[src/rtl/seq_detect_pkg.sv]
// ---------------------------------------------------------------------------
// seq_detect_pkg
//   Shared types and constants for the parameterised serial sequence
//   detector (seq_detect_param) and its shift/fill datapath (seq_shift_fill).
//   Contents:
//     state_t    - detector FSM state (FILL, ARMED, HIT)
//     PAT_W_MIN  - smallest supported pattern length
//     PAT_W_MAX  - largest supported pattern length
// ---------------------------------------------------------------------------
package seq_detect_pkg;

   localparam int PAT_W_MIN = 2;
   localparam int PAT_W_MAX = 16;

   typedef enum logic [1:0] {
      FILL  = 2'd0,   // fewer than PAT_W valid bits collected
      ARMED = 2'd1,   // history full, last edge produced no match
      HIT   = 2'd2    // last edge completed the pattern, Dout=1
   } state_t;

endpackage

[src/rtl/seq_shift_fill.sv]
// ---------------------------------------------------------------------------
// seq_shift_fill
//   Serial history shift register plus saturating fill counter.
//   The "next" values are exported combinationally so the parent can decide
//   on a match in the same edge that samples the completing bit.
// Ports:
//   clk       in   clock, rising edge
//   reset     in   synchronous active-high reset (clears hist and fill)
//   din_valid in   sample din on this edge
//   din       in   serial data bit, shifted in at the LSB
//   fill_clr  in   force fill to 0 on this edge (non-overlapping restart)
//   hist_nxt  out  history as it will be after this edge
//   fill_nxt  out  fill count as it will be after this edge, before fill_clr
// ---------------------------------------------------------------------------
module seq_shift_fill #(
   parameter int PAT_W  = 4,
   parameter int FILL_W = 3
) (
   input  logic              clk,
   input  logic              reset,
   input  logic              din_valid,
   input  logic              din,
   input  logic              fill_clr,
   output logic [PAT_W-1:0]  hist_nxt,
   output logic [FILL_W-1:0] fill_nxt
);

   localparam logic [FILL_W-1:0] FILL_FULL = FILL_W'(PAT_W);

   logic [PAT_W-1:0]  hist;
   logic [FILL_W-1:0] fill;

   always_comb begin
      hist_nxt = hist;
      fill_nxt = fill;
      if (din_valid) begin
         hist_nxt = {hist[PAT_W-2:0], din};
         if (fill != FILL_FULL) begin
            fill_nxt = fill + 1'b1;
         end
      end
   end

   always_ff @(posedge clk) begin
      if (reset) begin
         hist <= '0;
         fill <= '0;
      end else begin
         hist <= hist_nxt;
         fill <= fill_clr ? '0 : fill_nxt;
      end
   end

endmodule

[src/rtl/seq_detect_param.sv]
// ---------------------------------------------------------------------------
// seq_detect_param
//   Parameterised serial sequence detector. Bits arrive on Din when
//   din_valid=1; when the last PAT_W valid bits equal PATTERN (MSB = oldest)
//   Dout pulses high for one cycle, one cycle after the completing edge.
//   OVERLAP=1 lets consecutive matches share bits; OVERLAP=0 requires PAT_W
//   fresh valid bits after each match.
//   Optional feature: define SEQ_MATCH_CNT_EN to add a saturating match
//   counter on port match_cnt.
// Ports:
//   clk        in   clock, rising edge
//   reset      in   synchronous active-high reset, wins over din_valid
//   din_valid  in   Din is sampled only when 1
//   Din        in   serial data bit
//   Dout       out  registered match pulse (Moore, from FSM state HIT)
//   fsm_state  out  current FSM state, for observation
//   match_cnt  out  saturating match count (SEQ_MATCH_CNT_EN only)
// ---------------------------------------------------------------------------
module seq_detect_param
   import seq_detect_pkg::*;
#(
   parameter int               PAT_W   = 4,
   parameter logic [PAT_W-1:0] PATTERN = 4'b0110,
   parameter int               OVERLAP = 1,
   parameter int               CNT_W   = 8
) (
   input  logic             clk,
   input  logic             reset,
   input  logic             din_valid,
   input  logic             Din,
   output logic             Dout,
   output state_t           fsm_state
`ifdef SEQ_MATCH_CNT_EN
   ,
   output logic [CNT_W-1:0] match_cnt
`endif
);

   localparam int                FILL_W    = $clog2(PAT_W + 1);
   localparam logic [FILL_W-1:0] FILL_FULL = FILL_W'(PAT_W);

   generate
      if (PAT_W < PAT_W_MIN || PAT_W > PAT_W_MAX) begin : g_bad_pat_w
         $error("seq_detect_param: PAT_W out of supported range");
      end
   endgenerate

   logic [PAT_W-1:0]  hist_nxt;
   logic [FILL_W-1:0] fill_nxt;
   logic              full_nxt;
   logic              match;
   logic              fill_clr;
   state_t            state;
   state_t            state_nxt;

   // A match needs a real sample on this edge; a held history that already
   // equals PATTERN does not count again.
   assign full_nxt = (fill_nxt == FILL_FULL);
   assign match    = din_valid && (hist_nxt == PATTERN) && full_nxt;
   assign fill_clr = match && (OVERLAP == 0);

   seq_shift_fill #(
      .PAT_W  (PAT_W),
      .FILL_W (FILL_W)
   ) u_shift_fill (
      .clk       (clk),
      .reset     (reset),
      .din_valid (din_valid),
      .din       (Din),
      .fill_clr  (fill_clr),
      .hist_nxt  (hist_nxt),
      .fill_nxt  (fill_nxt)
   );

   always_ff @(posedge clk) begin
      if (reset) begin
         state <= FILL;
      end else begin
         state <= state_nxt;
      end
   end

   // Leaving HIT: full_nxt is still set with OVERLAP=1 (fill stayed at
   // PAT_W), but clear with OVERLAP=0 because fill restarted from 0.
   always_comb begin
      state_nxt = state;
      case (state)
         FILL:    state_nxt = match ? HIT : (full_nxt ? ARMED : FILL);
         ARMED:   state_nxt = match ? HIT : ARMED;
         HIT:     state_nxt = match ? HIT : (full_nxt ? ARMED : FILL);
         default: state_nxt = FILL;
      endcase
   end

   assign Dout      = (state == HIT);
   assign fsm_state = state;

`ifdef SEQ_MATCH_CNT_EN
   always_ff @(posedge clk) begin
      if (reset) begin
         match_cnt <= '0;
      end else if (match && (match_cnt != {CNT_W{1'b1}})) begin
         match_cnt <= match_cnt + 1'b1;
      end
   end
`endif

endmodule
[config.mk]
export PLATFORM = sky130hd
export DESIGN_NAME = seq_detect_param
export DESIGN_NICKNAME = d
export VERILOG_FILES = /design/src/rtl/seq_detect_pkg.sv /design/src/rtl/seq_shift_fill.sv /design/src/rtl/seq_detect_param.sv
export SDC_FILE = /design/constraint.sdc
export NUM_CORES = 1
export LEC_CHECK = 0
export CORE_AREA = 2 2 39 41
export DETAILED_ROUTE_END_ITERATION = 6
export DIE_AREA = 0 0 41 43
export PLACE_DENSITY = 0.63
export SLEW_MARGIN = 20
export SYNTH_ARGS = -nofsm -noshare
export SYNTH_HDL_FRONTEND = slang
export SYNTH_HIERARCHICAL = 1
export SYNTH_SLANG_ARGS = --single-unit
[constraint.sdc]
create_clock -name clk -period 1.9 [get_ports clk]
set_clock_uncertainty 0.1 [all_clocks]
set_input_delay 0.19 -clock clk [delete_from_list [all_inputs] [get_ports clk]]
set_output_delay 0.19 -clock clk [all_outputs]
set_load 0.03 [all_outputs]
==> results by group, run 1 <==
Global route
  • First-pass GRT wire length: about 1300 um
  • Initial antenna violation count: 0
  • Largest net degree at the start of global routing: 9
  • Gr usage total: 11.1%
  • Vias in the first global route: ~330
  • Overflow after GRT: 0

Clocking
  • Hold-fix buffers, CTS: 0
  • Clock-pin transition on the worst setup and hold timing paths: 0.06 ns
  • Number of H-tree levels: 1
  • Post-CTS Setup Inserts: 0
  • Clock tree sinks: 9
  • Clock latency at the later pin of the worst-skew pair: 0.26 ns
  • Number of buffers created by CTS: 3
  • CTS Buffer Depth: 2
  • Root cell of the clock tree: clkbuf_4
  • CTS tree: done
  • PostCTS Resize Cnt: 0

Pwr
  • Static leakage: approximately 0.26 nW
  • P_int: 0.299 mW
  • Reg power frac: between 50% and 60%
  • Design Power: about 0.39 mW
  • Logic pwr share: a little under an eighth
  • VDD IR max: 0.379 mV
  • Sw Ratio: 22.8%
  • P per Cell Area: 638 nW/um2
  • P_sw: 0.0884 mW
  • Clock share of power: a little under two fifths

Worst setup path
  • CP top delay family: simple AND/OR/NAND/NOR gates
  • Slowest Stage Delay on Critical Path: between 0.3 and 0.4 ns
  • Max FO, Critical Path: 4
  • CP required: 2.00 ns
  • WP depth: 6
  • CP Data Arrival Time: 1.79 ns
  • Most used cell, CP: nor3b_2
  • R2R setup slack: 0.21 ns
  • Setup CP Type: register to register
  • Critical Path Sink Type: register
  • FF-to-FF path depth: 6
  • Crit path cell chain: inv_1, ha_1, mux2_4, nor3b_2, nor3b_2, and2_1
  • Worst path slowest cell: dfxtp_1
  • Setup crit end: fsm_state[1]$_SDFF_PP0_
  • R2r endpoint: fsm_state[1]$_SDFF_PP0_
  • Worst Setup Start Kind: register
  • Reg2Reg Launch Point: u_shift_fill/fill[0]$_SDFF_PP0_
  • CP startpoint: u_shift_fill/fill[0]$_SDFF_PP0_
  • CP bufs+invs: 1

Synthesis
  • Register area share after synthesis: a little over a third
  • Number of synthesized flops with an enable pin: 0
  • Number of synthesized register bits: 9
  • Most frequent cell after synthesis: dfxtp_1
  • Synth unique cells: 20
  • Mapped Area: 497 um2
  • Async set or reset register ratio after synthesis: 0%
  • Cell taking the most area after synthesis: dfxtp_1
  • Post-synth top flop: dfxtp_1
  • Top cell type's share of synthesized area: 36.3%
  • Post-Syn Instances: 43
  • Syn avg cell area: approximately 12 um2
  • Synth warn: 6
  • Top cells by count, synth: 9 x dfxtp_1, 7 x nor2b_1, 6 x mux2_4
  • Main area contributors after synthesis: dfxtp_1 36%, mux2_4 18%, nor2b_1 8.8%

Floorplan
  • Rows: 14
  • Starting Density: 35.9%
  • Die ar.: between 1500 and 2000 um2
  • Core area: 1380 um2
  • Die Height: 43 um
  • Die X: 41 um
  • Io pins: 7

Routing
  • Final WL: 723 um
  • Routed len/inst: a little over 10 um
  • 1st-pass router iterations: 2
  • DRC viols: 0
  • Post-DRT Antenna Nets: 0
  • First DRT Iteration DRCs: 3
  • Vias: around 320
  • Vias per inst: around 4.5

STA
  • Final worst-path cycle share: about nine tenths
  • Final setup viols: 0
  • Max Clock Freq: 593 MHz
  • Final Critical Period: 1.69 ns
  • Hold Vio Cnt, Final: 0
  • Slew Viols, Final: 0
  • Setup TNS: 0 ns
  • Unrepaired setup endpoints after global routing: no

Layout
  • Syn-to-layout area delta: 22.2%
  • N_diodes: 0
  • Layout cells sized above 1: 25.5%
  • Number of fill cells: 132
  • NumNets Final: 62

Worst hold path
  • HP Class: register to register

Job
  • Max-Cap Viols: 0

Run status
  • Outcome: finished, final reports clean

Placement
  • # port buffers: 6
  • GP Congestion: ~0.64
  • Final HPWL DP: 564 um
==> logic make-up after synthesis <==
group | after synthesis | share of synthesized area (%)
and+or+nand+nor | 15 | 24.4
DFF | 9 | 36.3
buffers and inverters | 3 | 3.78
AOI/OAI and AO/OA | 6 | 9.82
other | 1 | 0.755
muxes | 6 | 18.1
xor gates and xnor gates | 1 | 1.76
adders and majority gates | 2 | 5.04
==> layout by cell type (no fill, tap or decap), types with 2 or more instances in the layout <==
master / count
inv_1: 2
ha_1: 2
nor2b_1: 7
clkdlybuf4s50_1: 6
dfxtp_1: 9
conb_1: 3
clkbuf_4: 3
a21oi_1: 2
mux2_4: 6
nor3b_2: 2
==> registers in the layout (all words and copies together) (netlist names) <==
| register | count |
|---|---|
| fsm_state | 2 |
| u_shift_fill/fill | 3 |
| u_shift_fill/hist | 4 |
==> layer usage <==
layer / global-route usage [%] / part of all wire, %
met3: 4.71 / 2.9
met5: 0 / 0
met1: 12.5 / 44
met2: 16.9 / 53
met4: 6.00 / 0
==> worst min-delay path, delay by kind of cell, from the launching register on <==
kind | cells | cell delay [ns]
compound gates | 2 | 0.16
simple gates | 1 | 0.04
flops | 1 | 0.33
==> stage by stage <==
stage / setup slack, ns / hold slack (ns) / utilization [%] / std cells / cell area [um2]
finish: 0.215 / 0.471 / 43.9 / 71 / 607
global route: 0.0737 / 0.511 / 43.9 / 71 / 607
CTS: 0.196 / 0.478 / 43.9 / 71 / 607
detailed placement: 0.0165 / 0.466 / 42.0 / 67 / 581
global placement: 0.0275 / 0.460 / 42.0 / 67 / 581
floorplan: 0.323 / 0.162 / - / 45 / 504
==> worst min-delay path by stage <==
stage | start | end | slack (ns) | depth (start not counted)
4_1_cts | fsm_state[1]$_SDFF_PP0_ | fsm_state[0]$_SDFF_PP0_ | 0.48 | 3
2_1_floorplan | reset | u_shift_fill/hist[0]$_SDFF_PP0_ | 0.16 | 1
5_1_grt | u_shift_fill/hist[3]$_SDFF_PP0_ | u_shift_fill/hist[3]$_SDFF_PP0_ | 0.51 | 2
3_5_place_dp | fsm_state[1]$_SDFF_PP0_ | fsm_state[0]$_SDFF_PP0_ | 0.47 | 3
3_3_place_gp | fsm_state[1]$_SDFF_PP0_ | fsm_state[0]$_SDFF_PP0_ | 0.46 | 3
6_report | fsm_state[1]$_SDFF_PP0_ | fsm_state[0]$_SDFF_PP0_ | 0.47 | 3
==> final cells by class <==
cell class	instances	area (um2)	area share, %
clock buffer	4	26.3	4.33
inverter	2	7.51	1.24
multi-input combinational	33	305	50.3
sequential	9	180	29.7
tap	16	20.0	3.30
timing repair buffer	7	67.6	11.1
==> power by group through the flow <==
stage          Clock [mW]  Combinational [mW]  Sequential (mW)
2_1_floorplan           0              0.0324            0.199
3_3_place_gp            0              0.0436            0.200
3_5_place_dp            0              0.0447            0.200
4_1_cts             0.154              0.0448            0.195
5_1_grt             0.165              0.0484            0.195
6_report            0.148              0.0443            0.195
Note: power is estimated with default switching activity, not from simulation.
==> run 2, diff against run 1 <==
- PLACE_DENSITY: 0.63 -> 0.65
- clock period: 1.9 -> 1.4 ns (I/O delays scaled with it)
==> results by group, run 2 (synthesis gave the netlist of run 1 again) <==
Floorplan
  • Die X: 41 um (unchanged)
  • Core area: 1380 um2 (unchanged)
  • Rows: 14 (unchanged)
  • Die ar.: 1760 um2 (unchanged)
  • Die Height: 43 um (unchanged)
  • Starting Density: 35.9% (unchanged)
  • Io pins: 7 (unchanged)

Layout
  • N_diodes: 0 (unchanged)
  • Number of fill cells: 131 (-0.76%)
  • NumNets Final: 68 (+9.7%)
  • Largest reg by FF count: u_shift_fill/hist
  • Max reg flops: 4 (unchanged)
  • Final Util: 48.0% (+4.2 points)
  • Layout cells sized above 1: 42.6% (+17 points)
  • Most frequent cells in the layout: 8 x buf_4, 7 x nor2b_1, 7 x dfxtp_1
  • Most common cell after layout, fill and taps aside: buf_4
  • Post-route insts no fill: 77 (+8.5%)
  • Syn-to-layout area delta: 33.8%

Clocking
  • Number of H-tree levels: 1 (unchanged)
  • Clock-pin transition on the worst setup and hold timing paths: 0.06 ns (about the same)
  • Clock latency at the later pin of the worst-skew pair: 0.26 ns (about the same)
  • Root cell of the clock tree: clkbuf_4
  • Number of buffers created by CTS: 3 (unchanged)
  • Clock tree sinks: 9 (unchanged)
  • CTS Buffer Depth: 2 (unchanged)
  • CTS tree: done

Worst setup path
  • R2R setup slack: -0.15 ns (-0.37 ns)
  • CP required: 1.51 ns (-0.49 ns)
  • R2r endpoint: fsm_state[1]$_SDFF_PP0_
  • CP Data Arrival Time: 1.66 ns (-0.13 ns)
  • Critical Path Sink Type: register
  • FF-to-FF path depth: 6 (unchanged)
  • Setup CP Type: register to register
  • Worst Setup Start Kind: register
  • Reg2Reg Launch Point: u_shift_fill/fill[1]$_SDFF_PP0_
  • Max FO, Critical Path: 3 (-1)

Worst hold path
  • Hold path depth: 2 (-1)
  • Min-delay src: din_valid
  • HP Class: input port to register
  • Hold endpoint: u_shift_fill/fill[2]$_SDFF_PP0_

Run status
  • Failing checks: negative setup slack
  • Outcome: finished with violations

Global route
  • Gr usage total: 13.3% (+2.2 points)
  • First-pass GRT wire length: 1500 um (+19%)
  • Overflow after GRT: 0 (unchanged)
  • Largest net degree at the start of global routing: 8 (-1)
  • Vias in the first global route: 376 (+13%)
  • Initial antenna violation count: 0 (unchanged)

Placement
  • # port buffers: 6 (unchanged)
  • Final HPWL DP: 669 um (+19%)
  • Placed cell count: 72 (+7.5%)
  • Dpl ws: -0.411 ns (-0.428 ns)
  • GP Congestion: 0.722 (+13%)

Routing
  • 1st-pass router iterations: 2 (unchanged)
  • Final WL: 845 um (+17%)
  • DRC viols: 0 (unchanged)
  • First DRT Iteration DRCs: 2 (-1)
  • Post-DRT Antenna Nets: 0 (unchanged)
  • Vias per inst: 4.55 (about the same)
  • Vias: 350 (+8.4%)
  • Routed len/inst: 11.0 um (+7.8%)

Job
  • Max-Cap Viols: 0 (unchanged)

STA
  • Final Critical Period: 1.55 ns (-0.134 ns)
  • Hold Vio Cnt, Final: 0 (unchanged)
  • Unrepaired setup endpoints after global routing: yes
  • Final worst-path cycle share: 111% (+22 points)
  • Max Clock Freq: 645 MHz (+8.7%)
  • PnR worst setup slack: -0.151 ns (-0.366 ns)
  • Slew Viols, Final: 0 (unchanged)
  • Final setup viols: 2 (+2)
  • Hold Worst Slack: 0.229 ns (-0.242 ns)

Pwr
  • P per Cell Area: 812 nW/um2 (+27%)
  • VDD IR max: 0.453 mV (+19%)
  • Static leakage: 0.310 nW (+21%)
run 2: power by group:
part           switching, mW  internal (mW)
logic                 0.0298         0.0457
registers            0.00384          0.262
clock network         0.0886          0.110
run 2: what timing repair did:
| item | in CTS | in global routing |
|---|---|---|
| hold buffers | 0 | 0 |
| pin swaps | 0 | 0 |
| setup buffers | 1 | 0 |
| endpoints found under the setup margin | 4 | 6 |
| resized for setup | 2 | 1 |
run 2: worst max-delay path by stage:
stage | to | slack (ns) | cells past startpoint | from
floorplan | fsm_state[1]$_SDFF_PP0_ | -0.05 | 6 | u_shift_fill/fill[1]$_SDFF_PP0_
global placement | fsm_state[1]$_SDFF_PP0_ | -0.39 | 6 | din_valid
detailed placement | fsm_state[1]$_SDFF_PP0_ | -0.41 | 6 | din_valid
CTS | fsm_state[1]$_SDFF_PP0_ | -0.16 | 6 | u_shift_fill/fill[1]$_SDFF_PP0_
global route | fsm_state[1]$_SDFF_PP0_ | -0.26 | 6 | u_shift_fill/fill[1]$_SDFF_PP0_
finish | fsm_state[1]$_SDFF_PP0_ | -0.15 | 6 | u_shift_fill/fill[1]$_SDFF_PP0_
run 2: per-layer routing:
metal	vias to the layer above	wire length (um)	track usage (%)	part of all wire, %
met5	-	0	0	0
met4	0	0	8.00	0
met3	0	17	4.71	2.0
met2	4	443	20.0	52
met1	164	384	15.4	45
li1	182	-	-	-
run 2: layout make-up:
cell class                      count  area, um2  share of cell area (%)
Clock buffer                        4       26.3                    3.95
Inverter                            2       7.51                    1.13
Multi-Input combinational cell     33        318                    47.8
Sequential cell                     9        183                    27.5
Tap cell                           16       20.0                    3.01
Timing Repair Buffer               13        110                    16.6
run 2: through the flow:
| stage | power, mW | setup TNS, ns | cell area (um2) |
|---|---|---|---|
| floorplan | 0.317 | -0.0803 | 519 |
| global route | 0.569 | -0.489 | 664 |
| detailed placement | 0.347 | -1.86 | 631 |
| global placement | 0.345 | -1.71 | 631 |
| finish | 0.540 | -0.282 | 664 |
| CTS | 0.550 | -0.305 | 662 |
run 2: worst max-delay path, stage by stage (launching register included):
cell and delay [ns]:
dfxtp_2 0.35, inv_2 0.05, ha_4 0.23, mux2_4 0.26, nor3b_2 0.16, nor3b_2 0.20, and2_1 0.14
==> run 3, diff against run 2 <==
- SLEW_MARGIN: 20 -> 30
==> results of run 3 <==
The final DEF is identical to that of run 2; final timing and power are the same.
